==> src/rtl/mem_arbiter.sv <==
// mem_arbiter: shares a single-port memory between the cpu (priority) and a DMA master; MEM_ARB_ROM_PROTECT_EN blocks DMA writes at or above ROM_BASE.
// Latency: address/data/we mux is combinational; cpu_rdata and dma_rdata/dma_rvalid appear one cycle after their slot.
// Backpressure: cpu_rdy drops while the DMA owns the bus; a pending DMA request waits at most CPU_BURST cycles for dma_gnt.
module mem_arbiter #(
   parameter int unsigned CPU_BURST = 4,
   parameter int unsigned DMA_BURST = 2,
   parameter logic [15:0] ROM_BASE  = 16'hE000
) (
   input  logic        CLK,
   input  logic        R,
   input  logic [15:0] cpu_addr,
   input  logic [7:0]  cpu_wdata,
   input  logic        cpu_we,
   output logic        cpu_rdy,
   output logic [7:0]  cpu_rdata,
   input  logic        dma_req,
   input  logic [15:0] dma_addr,
   input  logic [7:0]  dma_wdata,
   input  logic        dma_we,
   output logic        dma_gnt,
   output logic        dma_rvalid,
   output logic [7:0]  dma_rdata,
   output logic        dma_err,
   output logic [15:0] mem_addr,
   output logic [7:0]  mem_wdata,
   output logic        mem_we,
   input  logic [7:0]  mem_rdata
);

   typedef enum logic {
      S_CPU = 1'b0,
      S_DMA = 1'b1
   } owner_t;

   typedef struct packed {
      logic [15:0] addr;
      logic [7:0]  dat;
      logic        we;
   } mem_req_t;

   localparam logic [2:0] CPU_LAST = 3'(CPU_BURST - 1);
   localparam logic [2:0] DMA_LAST = 3'(DMA_BURST - 1);

   owner_t     owner_q, owner_d;
   logic [2:0] cpu_run_q, cpu_run_d;
   logic [2:0] dma_run_q, dma_run_d;
   logic       last_cpu_rd_q;
   logic [7:0] rd_hold_q;
   logic       dma_rvalid_q;
   logic       dma_acc;
   logic       rom_hit;
   mem_req_t   cpu_bus, dma_bus, mem_bus;

   assign cpu_bus = {cpu_addr, cpu_wdata, cpu_we};
   assign dma_bus = {dma_addr, dma_wdata, dma_we};

`ifdef MEM_ARB_ROM_PROTECT_EN
   assign rom_hit = (dma_addr >= ROM_BASE);
`else
   assign rom_hit = 1'b0;
   logic unused_rom_base;
   assign unused_rom_base = ^ROM_BASE;
`endif

   // Next owner, run counters and the bus mux, all from the registered owner.
   always_comb begin
      owner_d   = owner_q;
      cpu_run_d = cpu_run_q;
      dma_run_d = dma_run_q;
      mem_bus   = cpu_bus;
      cpu_rdy   = 1'b1;
      dma_gnt   = 1'b0;

      case (owner_q)
         S_CPU: begin
            if (!dma_req) begin
               cpu_run_d = 3'd0;
            end else if (cpu_run_q == CPU_LAST) begin
               owner_d   = S_DMA;
               dma_run_d = 3'd0;
            end else if (cpu_run_q != 3'd7) begin
               cpu_run_d = cpu_run_q + 3'd1;
            end
         end
         S_DMA: begin
            cpu_rdy = 1'b0;
            if (dma_req) begin
               mem_bus = dma_bus;
               dma_gnt = 1'b1;
               if (rom_hit) begin
                  mem_bus.we = 1'b0;
               end
            end else begin
               mem_bus.we = 1'b0;
            end
            if (dma_req && (dma_run_q < DMA_LAST)) begin
               dma_run_d = dma_run_q + 3'd1;
            end else begin
               owner_d   = S_CPU;
               cpu_run_d = 3'd0;
            end
         end
      endcase

      if (R) begin
         mem_bus.we = 1'b0;
         dma_gnt    = 1'b0;
         cpu_rdy    = 1'b0;
      end
   end

   assign dma_acc = dma_req && dma_gnt;

   always_ff @(posedge CLK) begin
      if (R) begin
         owner_q       <= S_CPU;
         cpu_run_q     <= 3'd0;
         dma_run_q     <= 3'd0;
         last_cpu_rd_q <= 1'b0;
         rd_hold_q     <= 8'd0;
         dma_rvalid_q  <= 1'b0;
      end else begin
         owner_q       <= owner_d;
         cpu_run_q     <= cpu_run_d;
         dma_run_q     <= dma_run_d;
         last_cpu_rd_q <= (owner_q == S_CPU) && !mem_bus.we;
         if (last_cpu_rd_q) begin
            rd_hold_q <= mem_rdata;
         end
         dma_rvalid_q  <= dma_acc && !dma_we;
      end
   end

`ifdef MEM_ARB_ROM_PROTECT_EN
   logic dma_err_q;

   always_ff @(posedge CLK) begin
      if (R) begin
         dma_err_q <= 1'b0;
      end else begin
         dma_err_q <= dma_acc && dma_we && rom_hit;
      end
   end

   assign dma_err = dma_err_q && !R;
`else
   assign dma_err = 1'b0;
`endif

   // A DMA slot never disturbs what the cpu last read.
   assign cpu_rdata  = last_cpu_rd_q ? mem_rdata : rd_hold_q;
   assign dma_rvalid = dma_rvalid_q;
   assign dma_rdata  = mem_rdata;
   assign mem_addr   = mem_bus.addr;
   assign mem_wdata  = mem_bus.dat;
   assign mem_we     = mem_bus.we;

endmodule

==> config.mk <==
export PLATFORM = sky130hd
export DESIGN_NAME = mem_arbiter
export DESIGN_NICKNAME = d
export VERILOG_FILES = /design/src/rtl/mem_arbiter.sv
export SDC_FILE = /design/constraint.sdc
export NUM_CORES = 1
export LEC_CHECK = 0
export CELL_PAD_IN_SITES_DETAIL_PLACEMENT = 1
export CELL_PAD_IN_SITES_GLOBAL_PLACEMENT = 2
export CORE_MARGIN = 4
export CORE_UTILIZATION = 18
export CTS_BUF_LIST = sky130_fd_sc_hd__clkbuf_4 sky130_fd_sc_hd__clkbuf_8 sky130_fd_sc_hd__clkbuf_16
export DETAILED_ROUTE_END_ITERATION = 6
export PLACE_DENSITY_LB_ADDON = 0.1
export SETUP_SLACK_MARGIN = 0.15
export SKIP_LAST_GASP = 1
export SYNTH_ARGS = -nofsm -noshare
export SYNTH_HDL_FRONTEND = slang
export SYNTH_SLANG_ARGS = --single-unit
==> constraint.sdc <==
create_clock -name CLK -period 3.9 [get_ports CLK]
set_clock_uncertainty 0.2 [all_clocks]
set_input_delay 0.39 -clock CLK [delete_from_list [all_inputs] [get_ports CLK]]
set_output_delay 0.39 -clock CLK [all_outputs]
set_load 0.02 [all_outputs]
* Word level (Yosys, flattened, before mapping)
Cells that the tools add are included.
Storage, ports and cells: latch bits 0, bits of input ports 61, output and inout bits 45, RAM bits 0, logic and storage cells 49, memories 0, bits in read-only memories 0, register bits 17
Cells by class: mux-type cells 23, $add $sub $neg 2, reduce and logical (&&, ||, !) cells 8, equal/unequal tests 8, shift-type cells 0, divide/modulo/power cells 0, multipliers 0, bitwise operators 1, magnitude comparators 1
Operators by type and width (number):
- $mux 25 | 1
- $mux 24 | 1
- $mux 3 | 7
- $pmux 3 s2 | 2
- $mux 1 | 10
- $ne 3x3->1 const B | 3
- $mux 8 | 1
- $add 3x1->3 const B | 2
- $ne 2x2->1 const B | 3
- $reduce_and 3->1 | 2
- $logic_and 1x1->1 | 4
- $eq 3x2->1 const B | 1
- $lt 3x1->1 const B | 1
- $logic_not 1->1 | 2
- $ne 2x1->1 const B | 1
- $pmux 1 s2 | 1
- $not 1->1 | 1

* Depth between registers and ports, before layout
Gate-level depths: netlist of the first run.
word-level depth 5, mapped depth 5, depth with buffers taken out 5

* Worst setup path after synthesis of the first run
No wires, ideal clock.
path kind input -> output, start point in dma_req, end point out mem_addr[0], arrival time 1150 ps, path slack 2160 ps, data required time 3310 ps, buffers on the path 2, stages on the path 4, cell sequence buf_4 > nand2_4 > buf_6 > mux2_4
On the way: cells in the longest elaborated chain, start to end 2
RTL lines:
- from (decl) | RTL line 16 | input logic dma_req,
- $mux 24 | RTL line 87 | if (dma_req) begin
- $mux 25 | RTL line 74 | case (owner_q)
- to (decl) | RTL line 24 | output logic [15:0] mem_addr,
Every way passes these cells.

* Worst setup path in the final report of the first run
start point in dma_req, end point out mem_addr[3]
The elaborated chain is that of the path after synthesis.

==> flow_summary.yaml, run 1 <==
run_status:
  status: "finished, final reports clean"
layout:
  drive_gt1_share_pct: 17.9
  nFillCells: 723
  post-route-util_pct: 35.3
  area_growth_pct: 88.0
  layout.nets: 267
  ff_latch_area_um2: 340
  diodes: 0
  finalNonFillerCells: 278
  multiInputGateArea_um2: 748
run:
  maxCapViolCount: 0
logic_synthesis:
  ys_dominant_reg_cell: "dfxtp_1"
  synth_common_cells: "mux2_4 (19), dfxtp_1 (17), buf_4 (10), nor2b_1 (10), mux2_1 (7)"
  synth-seq-cells: 17
  synth_top_area_share_pct: 28.0
  synth_edf_count: 0
  synth_area_per_cell_um2: 11.2
  synth_area_um2: 1210
  ys_types: 30
  synth_top_area_cell: "dfxtp_1"
  syn_nets: 173
  ys_top_cells_by_area: "dfxtp_1 (28%), mux2_4 (24%), mux2_1 (6.5%)"
  postSynthCellCount: 108
  ys_seq_area_share_pct: 28.0
  yosysWarnings: 0
  synthArstFlopShare_pct: 0
  yosysMostFrequentCell: "mux2_4"
drt:
  ant_nets: 0
  vias_per_cell: 4.22
  drt_pass1_iterations: 2
  route.detailed.drc: 0
  num_vias: 1173
  wirelength_um: 4420
  dr.first_iter.drc_count: 6
  wl_per_cell_um: 15.9
power:
  intPower_mw: 0.377
  peakVddDrop_v: 0.0000923
  p_seq_share_pct: 36.0
  p_clk_share_pct: 27.3
  power_leakage_nw: 0.934
  power.density_nw_per_um2: 223
  p_sw_mw: 0.131
  swShare_pct: 25.8
  combPwrFrac_pct: 36.7
  finalPower_mw: 0.509
timing:
  hold_ws_ps: 294
  tns_ps: 0
  fin_crit_sh_pct: 76.7
  max_slew_margin_pct: 55.0
  rsz0062_at_grt: "no"
  max_slew.worst_pin.slew_ps: 673
  setup_viol: 0
  slew_viol_final: 0
  min_period_ps: 2990
  max_freq_ghz: 0.334
  hold_violations: 0
setup_path:
  worstRegToRegCells: 3
  crit_chain: "clkdlybuf4s50_1 -> nand2_4 -> mux2_2 -> clkdlybuf4s50_1"
  r2r_setup_slack_ps: 2140
  critPathLaunch: "dma_req"
  path_max_fanout: 26
  timing.critical_path.buf_inv: 2
  crit_arrival_ps: 2400
  reg2reg_from: "owner_q"
  required_ps: 3310
  worst-path-stages: 4
  startpoint_type: "primary input"
  endpoint_kind: "primary output"
  endpoint: "mem_addr[3]"
  slowest_delay_ps: 580
  reg2reg_to: "dma_run_q[1]"
  crit_slowest_cell: "clkdlybuf4s50_1"
  cp_common_cell: "clkdlybuf4s50_1"
  worstSetupPathType: "in2out"
  cp_top_family: "buffers and inverters"
clocking:
  clock_latency_ps: 250
  clock-sinks: 17
  ctsResizeCount: 0
  clockBufferDepth: 2
  htreeDepth: 1
  clkTransAtPathRegs_ps: 70
  cts-buffers-inserted: 3
  hold_buffers: 0
  cts_tree: "done"
  cts_setup_buffers: 0
  root_buffer: "clkbuf_8"
global_route:
  grt.overflow.total: 0
  grt_busiest_layer: "met2"
  met1_usage_pct: 10.9
  grt_usage_pct: 10.6
  grt_start_max_net_pins: 27
  grt_use_met3_pct: 3.34
  grt_pass1_vias: 1230
  use_met2_pct: 20.2
  grt_antenna_before_repair: 0
  grt_pass1_wl_um: 6980
floorplan:
  die_w_um: 90.1
  die_area_um2: 8120
  row_count: 29
  core_area_um2: 6460
  boundaryPins: 106
  initial_core_util_pct: 18.8
  dieHeight_um: 90.1
placed_design:
  gp_congestion: 0.768
  dp_cells: 274
  io_buffers: 104
  dp_hpwl_um: 3750
hold_path:
  min_path_type: "reg2reg"
==> worst min-delay path by stage <==
stage / start / end / slack (ps) / cells past startpoint
final: cpu_run_q[0] / cpu_run_q[0] / 290 / 1
after global routing: cpu_run_q[2] / cpu_run_q[2] / 330 / 1
after CTS: cpu_run_q[2] / cpu_run_q[2] / 300 / 1
after detailed placement: cpu_run_q[0] / cpu_run_q[0] / 280 / 1
after global placement: cpu_run_q[1] / cpu_run_q[1] / 260 / 1
after floorplan: cpu_run_q[0] / cpu_run_q[0] / 240 / 1
==> metrics by stage <==
| step | setup WS, ps | instance area [um^2] |
|---|---|---|
| 2_1_floorplan | 2160 | 1210 |
| 5_1_grt | 783 | 2280 |
| 4_1_cts | 883 | 2280 |
| 3_5_place_dp | 881 | 2230 |
| 6_report | 910 | 2280 |
| 3_3_place_gp | 958 | 2230 |
==> kinds of logic after synthesis <==
kind of cell,synth area share [%]
multiplexers,35.6
AND/OR/NAND/NOR,13.9
AO/OA/AOI/OAI,7.73
buffers and inverters,10.3
flip-flops,28.0
other,0.309
adder cells (fa/ha/maj),4.12
==> metal layers <==
layer	part of all wire, %	wire length, um
met1	36	1590
met2	56	2460
met3	6.4	281
met4	2.0	89
met5	0	0
==> layout by cell type (no fill, tap or decap), drive strengths merged <==
cell           Yosys  final
a21oi              2      2
a31oi              3      3
a32o               2      2
a41oi              1      1
clkbuf             1      4
clkdlybuf4s50      0    104
conb               1      1
dfxtp             17     17
ha                 4      4
inv                2      2
mux2              32     32
nand2              5      5
nand2b             1      1
nand3              1      1
nor2               2      2
nor2b             10     10
nor3               5      5
nor4               1      1
o21ai              1      1
o21bai             1      1
o2bb2ai            1      1
o31a               1      1
==> power by group through the flow <==
stage                     sequential, mW  clock [mW]  combinational (mW)
after floorplan                    0.184           0              0.0812
after global placement             0.187           0               0.187
after detailed placement           0.187           0               0.189
after CTS                          0.183       0.148               0.189
after global routing               0.183       0.153               0.197
final                              0.183       0.139               0.187
==> layout make-up <==
| cell class | instances | share of cell area [%] |
|---|---|---|
| clock buffers | 4 | 2.14 |
| inverters | 2 | 0.329 |
| multi-input cells | 74 | 32.8 |
| flip-flops and latches | 17 | 14.9 |
| well taps | 77 | 4.22 |
| repair buffers | 104 | 45.6 |
==> sequential cells by signal, summed over array words and instances, names as in the netlist <==
| name | cells |
|---|---|
| rd_hold_q | 8 |
| cpu_run_q | 3 |
| dma_run_q | 3 |
| dma_rvalid | 1 |
| last_cpu_rd_q | 1 |
| owner_q | 1 |
No activity file was read; power rests on OpenSTA's default activity.
==> run 2, diff against run 1 <==
CORE_UTILIZATION = 17   (was 18)
clock period = 2.87 ns   (was 3.9 ns; I/O delays follow)
==> run 2 against run 1 <==
Cell count is 7.9% higher. Critical path depth stayed put. Routed wire length is 4.2% higher. Clock power is 25% higher. Register-to-register slack worse by 890 ps. Combinational power is 37% higher. Clock-buffer cell count is 1 lower. Via count is 1.0% lower. Flip-flop and latch count stayed put. Critical path type unchanged.
==> flow_summary.yaml, run 2 (synthesized netlist as in run 1, its figures left out) <==
timing:
  slew_viol_final: 0
  setup_viol: 0
  hold_violations: 0
  rsz0062_at_grt: "no"
  hold_ws_ps: 276
  max_freq_ghz: 0.388
  min_period_ps: 2580
  fin_crit_sh_pct: 89.9
  tns_ps: 0
power:
  finalPower_mw: 0.678
  power_leakage_nw: 0.949
  power.density_nw_per_um2: 292
  peakVddDrop_v: 0.000150
placed_design:
  gp_congestion: 0.715
  io_buffers: 104
  dp_hpwl_um: 4000
global_route:
  grt_pass1_vias: 1247
  grt_pass1_wl_um: 7030
  grt_start_max_net_pins: 27
  grt_usage_pct: 10.5
  grt_antenna_before_repair: 0
  grt.overflow.total: 0
floorplan:
  die_area_um2: 8560
  boundaryPins: 106
  die_w_um: 92.5
  dieHeight_um: 92.5
  row_count: 30
  initial_core_util_pct: 17.7
  core_area_um2: 6870
setup_path:
  r2r_setup_slack_ps: 1250
  worstSetupPathType: "in2out"
  crit_arrival_ps: 2090
  reg2reg_to: "cpu_run_q[1]"
  reg2reg_from: "cpu_run_q[0]"
  endpoint_kind: "primary output"
  cp_common_cell: "clkdlybuf4s50_1"
  startpoint_type: "primary input"
  path_max_fanout: 26
  crit_slowest_cell: "clkdlybuf4s50_1"
  slowest_delay_ps: 550
  worstRegToRegCells: 5
  timing.critical_path.buf_inv: 2
  required_ps: 2380
  cp_top_family: "buffers and inverters"
  crit_chain: "clkdlybuf4s50_1 -> nand2_4 -> mux2_2 -> clkdlybuf4s50_1"
clocking:
  cts-buffers-inserted: 3
  clock-sinks: 17
  root_buffer: "clkbuf_8"
  clkTransAtPathRegs_ps: 70
  ctsResizeCount: 0
  cts_tree: "done"
  cts_setup_buffers: 0
  clock_latency_ps: 250
  htreeDepth: 1
  hold_buffers: 0
  clockBufferDepth: 2
layout:
  area_growth_pct: 91.6
  drive_gt1_share_pct: 19.1
  regMostFlops: "rd_hold_q"
  post-route-util_pct: 33.9
  layout_commonest_cell: "clkdlybuf4s50_1"
  nFillCells: 791
  final_cell_mix: "clkdlybuf4s50_1 (104), mux2_4 (19), dfxtp_1 (17)"
  layout.nets: 270
  ff_latch_area_um2: 340
  diodes: 0
  top_regs: "rd_hold_q x8, cpu_run_q x3, dma_run_q x3"
  largest_reg_flops: 8
  multiInputGateArea_um2: 748
hold_path:
  min_path_type: "reg2reg"
  hp-start: "cpu_run_q[1]"
  min_to: "cpu_run_q[1]"
  hold_depth: 1
drt:
  drt_pass1_iterations: 4
  dr.first_iter.drc_count: 22
  vias_per_cell: 3.87
  wl_per_cell_um: 15.3
  route.detailed.drc: 0
  num_vias: 1161
  wirelength_um: 4600
  ant_nets: 0
run:
  maxCapViolCount: 0
run_status:
  status: "finished, final reports clean"
[run 2: cell count changes in the layout (fill, tap and decap cells not counted), sizes merged]
cell	delta
buf	+3
clkbuf	-1
clkinv	+1
[run 2: report_power, final]
group | switching, mW | internal, mW | total [mW]
registers | 0.00430 | 0.244 | 0.248
clock network | 0.0780 | 0.0960 | 0.174
logic | 0.0933 | 0.163 | 0.256
total | 0.176 | 0.502 | 0.678
[run 2: cell type report]
class                   count  area share, %
repair buffers            107           45.7
multi-input cells          74           32.2
flip-flops and latches     17           14.6
well taps                  96           5.16
clock buffers               3           1.78
inverters                   2          0.323
clock inverters             1          0.215
[run 2: worst max path at each step]
stage | start | end | slack [ps] | cells after the start
floorplan | dma_req | mem_addr[0] | 1340 | 4
global placement | dma_req | mem_wdata[1] | 310 | 4
detailed placement | dma_req | mem_wdata[6] | 260 | 4
CTS | dma_req | mem_wdata[6] | 250 | 4
global route | dma_req | mem_wdata[6] | 210 | 4
finish | dma_req | mem_wdata[6] | 290 | 4
[run 2: through the flow]
step / instance area (um^2) / instances / worst slack (ps)
finish: 2330 / 300 / 289
global route: 2330 / 300 / 212
CTS: 2330 / 300 / 251
detailed placement: 2280 / 296 / 258
global placement: 2280 / 296 / 312
floorplan: 1210 / 108 / 1340
[run 2: routing by layer]
layer  part of all wire (%)  global-route usage, %  vias up  wire length, um
met3                    7.8                   3.33        2              361
met2                     55                   20.1       45             2540
met5                      0                      0        -                0
met1                     36                   11.4      549             1680
li1                       -                      -      565                -
met4                   0.50                   1.49        0               23
[run 2: worst reg2reg max path, delay by kind of cell, from the launching register on]
family / cells / cell delay (ps)
AOI/OAI and AO/OA: 1 / 200
and+or+nand+nor: 2 / 280
adders and majority gates: 2 / 510
DFF: 1 / 330
==> run 3, diff against run 2 <==
CAP_MARGIN = 30   (was unset)
==> results of run 3 <==
No change in the layout: final DEF, timing and power equal those of run 2.
